===== src/rtl/prog_clk_div.sv =====
// prog_clk_div - runtime-programmable integer clock divider.
//
// Divides clk by any ratio N in 2..2^WIDTH-1 (odd or even). The output is
// high for ceil(N/2) cycles and low for floor(N/2) cycles. A new ratio is
// staged in a pending register and is only adopted at the end of a full
// output period, so every period is exactly N_act enabled cycles long.
//
// Parameters
//   WIDTH        width of the ratio field and of the period counter
//   DEFAULT_DIV  ratio active after reset (2..2^WIDTH-1)
//
// Ports
//   clk        in   system clock, rising edge only
//   rst        in   synchronous active-high reset
//   en         in   count enable; low freezes counter and clk_out
//   div_val    in   requested divide ratio
//   div_load   in   one-cycle strobe capturing div_val
//   clk_out    out  divided clock (registered)
//   tick       out  one-cycle pulse on the cycle clk_out rises (registered)
//   load_pend  out  a captured ratio is waiting for the next wrap
//   load_err   out  one-cycle pulse when a ratio below 2 is rejected
module prog_clk_div #(
  parameter int WIDTH       = 8,
  parameter int DEFAULT_DIV = 16
) (
  input  logic             clk,
  input  logic             rst,
  input  logic             en,
  input  logic [WIDTH-1:0] div_val,
  input  logic             div_load,
  output logic             clk_out,
  output logic             tick,
  output logic             load_pend,
  output logic             load_err
);

  localparam logic [WIDTH-1:0] DEF_N    = WIDTH'(DEFAULT_DIV);
  localparam logic [WIDTH-1:0] DEF_TERM = WIDTH'(DEFAULT_DIV - 1);

  logic [WIDTH-1:0] count_q, count_d;
  logic [WIDTH-1:0] n_act_q, n_act_d;
  logic [WIDTH-1:0] pending_q, pending_d;
  logic             load_pend_q, load_pend_d;
  logic             clk_out_q, clk_out_d;
  logic             tick_q, tick_d;
  logic             load_err_q, load_err_d;

  logic             at_term;
  logic [WIDTH-1:0] nxt;
  logic [WIDTH:0]   high_len;
  logic             val_ok;

  always_comb begin
    count_d     = count_q;
    n_act_d     = n_act_q;
    pending_d   = pending_q;
    load_pend_d = load_pend_q;
    clk_out_d   = clk_out_q;
    tick_d      = 1'b0;
    load_err_d  = 1'b0;

    at_term = (count_q == (n_act_q - WIDTH'(1)));
    nxt     = at_term ? '0 : (count_q + WIDTH'(1));
    val_ok  = (div_val >= WIDTH'(2));

    // The wrap consumes the pending state as it stood before this edge;
    // a load on the same edge is handled below and lands in pending.
    if (en) begin
      if (at_term && load_pend_q) begin
        n_act_d     = pending_q;
        load_pend_d = 1'b0;
      end
      count_d = nxt;
    end

    // High time from the ratio in force for nxt; one extra bit keeps
    // N = 2^WIDTH-1 from overflowing the +1.
    high_len = ({1'b0, n_act_d} + (WIDTH+1)'(1)) >> 1;

    if (en) begin
      clk_out_d = ({1'b0, nxt} < high_len);
      tick_d    = (nxt == '0);
    end

    if (div_load) begin
      if (val_ok) begin
        pending_d   = div_val;
        load_pend_d = 1'b1;
      end else begin
        load_err_d = 1'b1;
      end
    end
  end

  always_ff @(posedge clk) begin
    if (rst) begin
      count_q     <= DEF_TERM;
      n_act_q     <= DEF_N;
      pending_q   <= '0;
      load_pend_q <= 1'b0;
      clk_out_q   <= 1'b0;
      tick_q      <= 1'b0;
      load_err_q  <= 1'b0;
    end else begin
      count_q     <= count_d;
      n_act_q     <= n_act_d;
      pending_q   <= pending_d;
      load_pend_q <= load_pend_d;
      clk_out_q   <= clk_out_d;
      tick_q      <= tick_d;
      load_err_q  <= load_err_d;
    end
  end

  assign clk_out   = clk_out_q;
  assign tick      = tick_q;
  assign load_pend = load_pend_q;
  assign load_err  = load_err_q;

endmodule


===== config.mk =====
export PLATFORM = sky130hd
export DESIGN_NAME = prog_clk_div
export DESIGN_NICKNAME = d
export VERILOG_FILES = /design/src/rtl/prog_clk_div.sv
export SDC_FILE = /design/constraint.sdc
export NUM_CORES = 1
export LEC_CHECK = 0
export ABC_AREA = 1
export BUFFER_PORTS_ARGS = -buffer_cell sky130_fd_sc_hd__buf_4
export CORE_UTILIZATION = 40
export CTS_CLUSTER_SIZE = 20
export DETAILED_ROUTE_END_ITERATION = 12
export PLACE_DENSITY_LB_ADDON = 0.3
export SYNTH_ARGS = -nofsm -noshare
export SYNTH_HDL_FRONTEND = slang
export SYNTH_SLANG_ARGS = --single-unit

===== constraint.sdc =====
create_clock -name clk -period 3.1 [get_ports clk]
set_clock_uncertainty 0.05 [all_clocks]
set_input_delay 0.31 -clock clk [delete_from_list [all_inputs] [get_ports clk]]
set_output_delay 0.31 -clock clk [all_outputs]
set_load 0.03 [all_outputs]

==> impl_metrics.ini <==
[setup_path]
worstSetupStartpointType = flop
r2r_cells = 28
crit_slowest_cell = dfxtp_2
crit_top_cell = nand2_1
cp-startpoint = n_act_q[1]
path_max_fanout = 7
crit_path_end = clk_out
endpoint_kind = flop
required_ns = 3.27
crit_type = flop to flop
reg2reg_to = clk_out
crit_arrival_ns = 3.31
r2r_slack_ns = -0.04
rr_startpoint = n_act_q[1]
slowest_delay_ns = 0.35

[synth]
synth-compound-area-share_pct = 12.6
synth-edff-count = 0
ys_async_sr_fraction_pct = 0
syn-mean-instance-area_um2 = 6.45
synthMuxAreaShare_pct = 0
synthAdderAreaFrac_pct = 6.83
synth-seq-cells = 28
synth_top_area_share_pct = 30.6
ys_seq_area_share_pct = 30.6
yosys_warnings = 0
synth_top_cell_by_area = dfxtp_1
synth.area.top_cells = dfxtp_1 (31%), nand2_1 (16%), nor2_1 (8.4%)
synthDistinctLibCells = 28
yosys.area_share.simple_pct = 34.7
synth_top_family_by_area = simple AND/OR/NAND/NOR gates
syn_area_um2 = 1830
netlist_instances = 284
synth_xor_area_share_pct = 4.78
syn-num-nets = 306
synth_flop_cell = dfxtp_1

[global_routing]
grt_usage_pct = 19.4
grt_max_degree = 17
antenna_found_initial = 0
globalRoute.totalOverflow = 0
grt_pass1_vias = 1696
grt_pass1_wl_mm = 7.67

[clocking]
cts_hold_buf = 0
cts_buffers = 3
ctsRootBufferMaster = clkbuf_8
cts_setup_buffers = 0
path_clk_slew_ns = 0.10
htreeDepth = 1
clock_path_buffers = 2
tritoncts = built
cts.sink_count = 28
clk_latency_ns = 0.28

[floorplan]
pin_count = 16
fp.dieH_um = 69.7
core_region_area_um2 = 4380
die_w_um = 69.7
std_cell_rows = 24
initial_core_util_pct = 41.8
fp.dieArea_um2 = 4860

[route]
wl_met3_um = 65
route.detailed.drc = 0
first_pass_iters = 4
wl_per_cell_um = 11.9
drt-total-wl_mm = 4.47
met2_length_mm = 2.12
top_layer = met4
wl_met1_mm = 2.22
routed-via-count = 1815
avgViaCountPerCell = 4.84
antenna_left = 0
drt_iter0_drc = 73

[timing]
hold_viol = 0
drv_slew = 0
setup-violations-final = 1
clock.fmax_mhz = 318
rsz0062_at_grt = yes
final.min_clock_period_ns = 3.14
worstMarginPinSlew_ns = 0.379
min_period_over_period_pct = 101
slew_headroom_pct = 74.7
setup_slack_ns = -0.0431

[power_and_ir_drop]
max-vdd-ir-drop_uv = 204
power.density_nw_per_um2 = 435
p_leak_nw = 1.16

[placement]
post-place-ws_ns = -0.210
numPortBuffers = 15
gp_congestion = 0.904
dp_hpwl_mm = 3.52
placed_area_um2 = 2220

[layout]
final_common_cell = nand2_1
syn_to_final_growth_pct = 27.9
drive_gt1_share_pct = 25.4
nets = 346
final_util_pct = 53.5
final_cell_mix = nand2_1 (74), nor2_1 (40), buf_4 (40)
stdcell_area_um2 = 2340
antennaDiodeCount = 0

[hold_path]
min_path_type = primary input to flop

[run]
maxCapViolCount = 0

[status]
status = finished with violations
violations = setup timing
==> kinds of logic after synthesis <==
family	Yosys count
XOR/XNOR	10
flip-flops	28
adder cells (fa/ha/maj)	10
AND/OR/NAND/NOR	149
buffers and inverters	47
AO/OA/AOI/OAI	40
==> state kept, by name, summed over array words and instances (netlist names) <==
| register | count |
|---|---|
| clk_out | 1 |
| count_q | 8 |
| pending_q | 8 |
| load_err | 1 |
| load_pend | 1 |
| tick | 1 |
| n_act_q | 8 |
==> power breakdown <==
part	switching (mW)	internal (mW)
sequential	0.0194	0.383
combinational	0.188	0.135
clock	0.121	0.173
==> area by class of cell <==
type | instances | area (um^2)
sequential | 28 | 563
fill | 433 | 2040
clock inverter | 1 | 30.0
clock buffer | 3 | 41.3
tap | 52 | 65.1
multi-input combinational | 209 | 1160
timing repair buffer | 42 | 327
inverter | 40 | 155
==> critical path: cells and delay by family (launching register included) <==
kind	cells	cell delay, ns
and+or+nand+nor	15	1.06
adders and majority gates	3	0.69
buffers and inverters	7	0.54
DFF	1	0.35
AOI/OAI and AO/OA	2	0.25
xor gates and xnor gates	1	0.14
==> synth_stat cells (all sizes together) (2+ instances only) <==
| library cell | count |
|---|---|
| ha | 10 |
| dfxtp | 28 |
| clkbuf | 5 |
| o211ai | 2 |
| nor4 | 2 |
| nor2 | 46 |
| a21oi | 13 |
| and2 | 2 |
| nor3 | 3 |
| buf | 2 |
| o21ai | 23 |
| inv | 39 |
| xor2 | 9 |
| nand2 | 79 |
| nand4 | 5 |
| nand3 | 12 |
==> how the worst min path moves through the flow <==
stage | end | cells past startpoint | from | slack [ns]
after detailed placement | clk_out | 2 | clk_out | 0.41
after global routing | pending_q[0] | 3 | div_val[0] | 0.21
final | pending_q[0] | 3 | div_val[0] | 0.20
after CTS | pending_q[0] | 3 | div_val[0] | 0.20
after global placement | pending_q[6] | 2 | pending_q[6] | 0.40
after floorplan | load_err | 2 | div_load | 0.38
==> routing by layer <==
| layer | vias to the layer above | global-route usage (%) |
|---|---|---|
| met5 | - | 0 |
| met4 | 0 | 5.33 |
| met3 | 6 | 1.31 |
| met2 | 21 | 33.7 |
| met1 | 817 | 26.1 |
| li1 | 971 | - |
==> repair_timing <==
item / CTS / global route
gates resized for setup: 8 / 3
pin swaps: 5 / 0
setup endpoints to repair: 1 / 1
==> stage by stage <==
| stage | TNS, ns | hold WS, ns | cells | power [mW] |
|---|---|---|---|---|
| 2_1_floorplan | -0.0665 | 0.381 | 284 | 0.616 |
| 3_3_place_gp | -0.158 | 0.404 | 371 | 0.711 |
| 3_5_place_dp | -0.210 | 0.407 | 371 | 0.716 |
| 4_1_cts | -0.0642 | 0.199 | 375 | 1.02 |
| 5_1_grt | -0.265 | 0.205 | 375 | 1.08 |
| 6_report | -0.0431 | 0.201 | 375 | 1.02 |
Power figures use the tool's default switching activity.
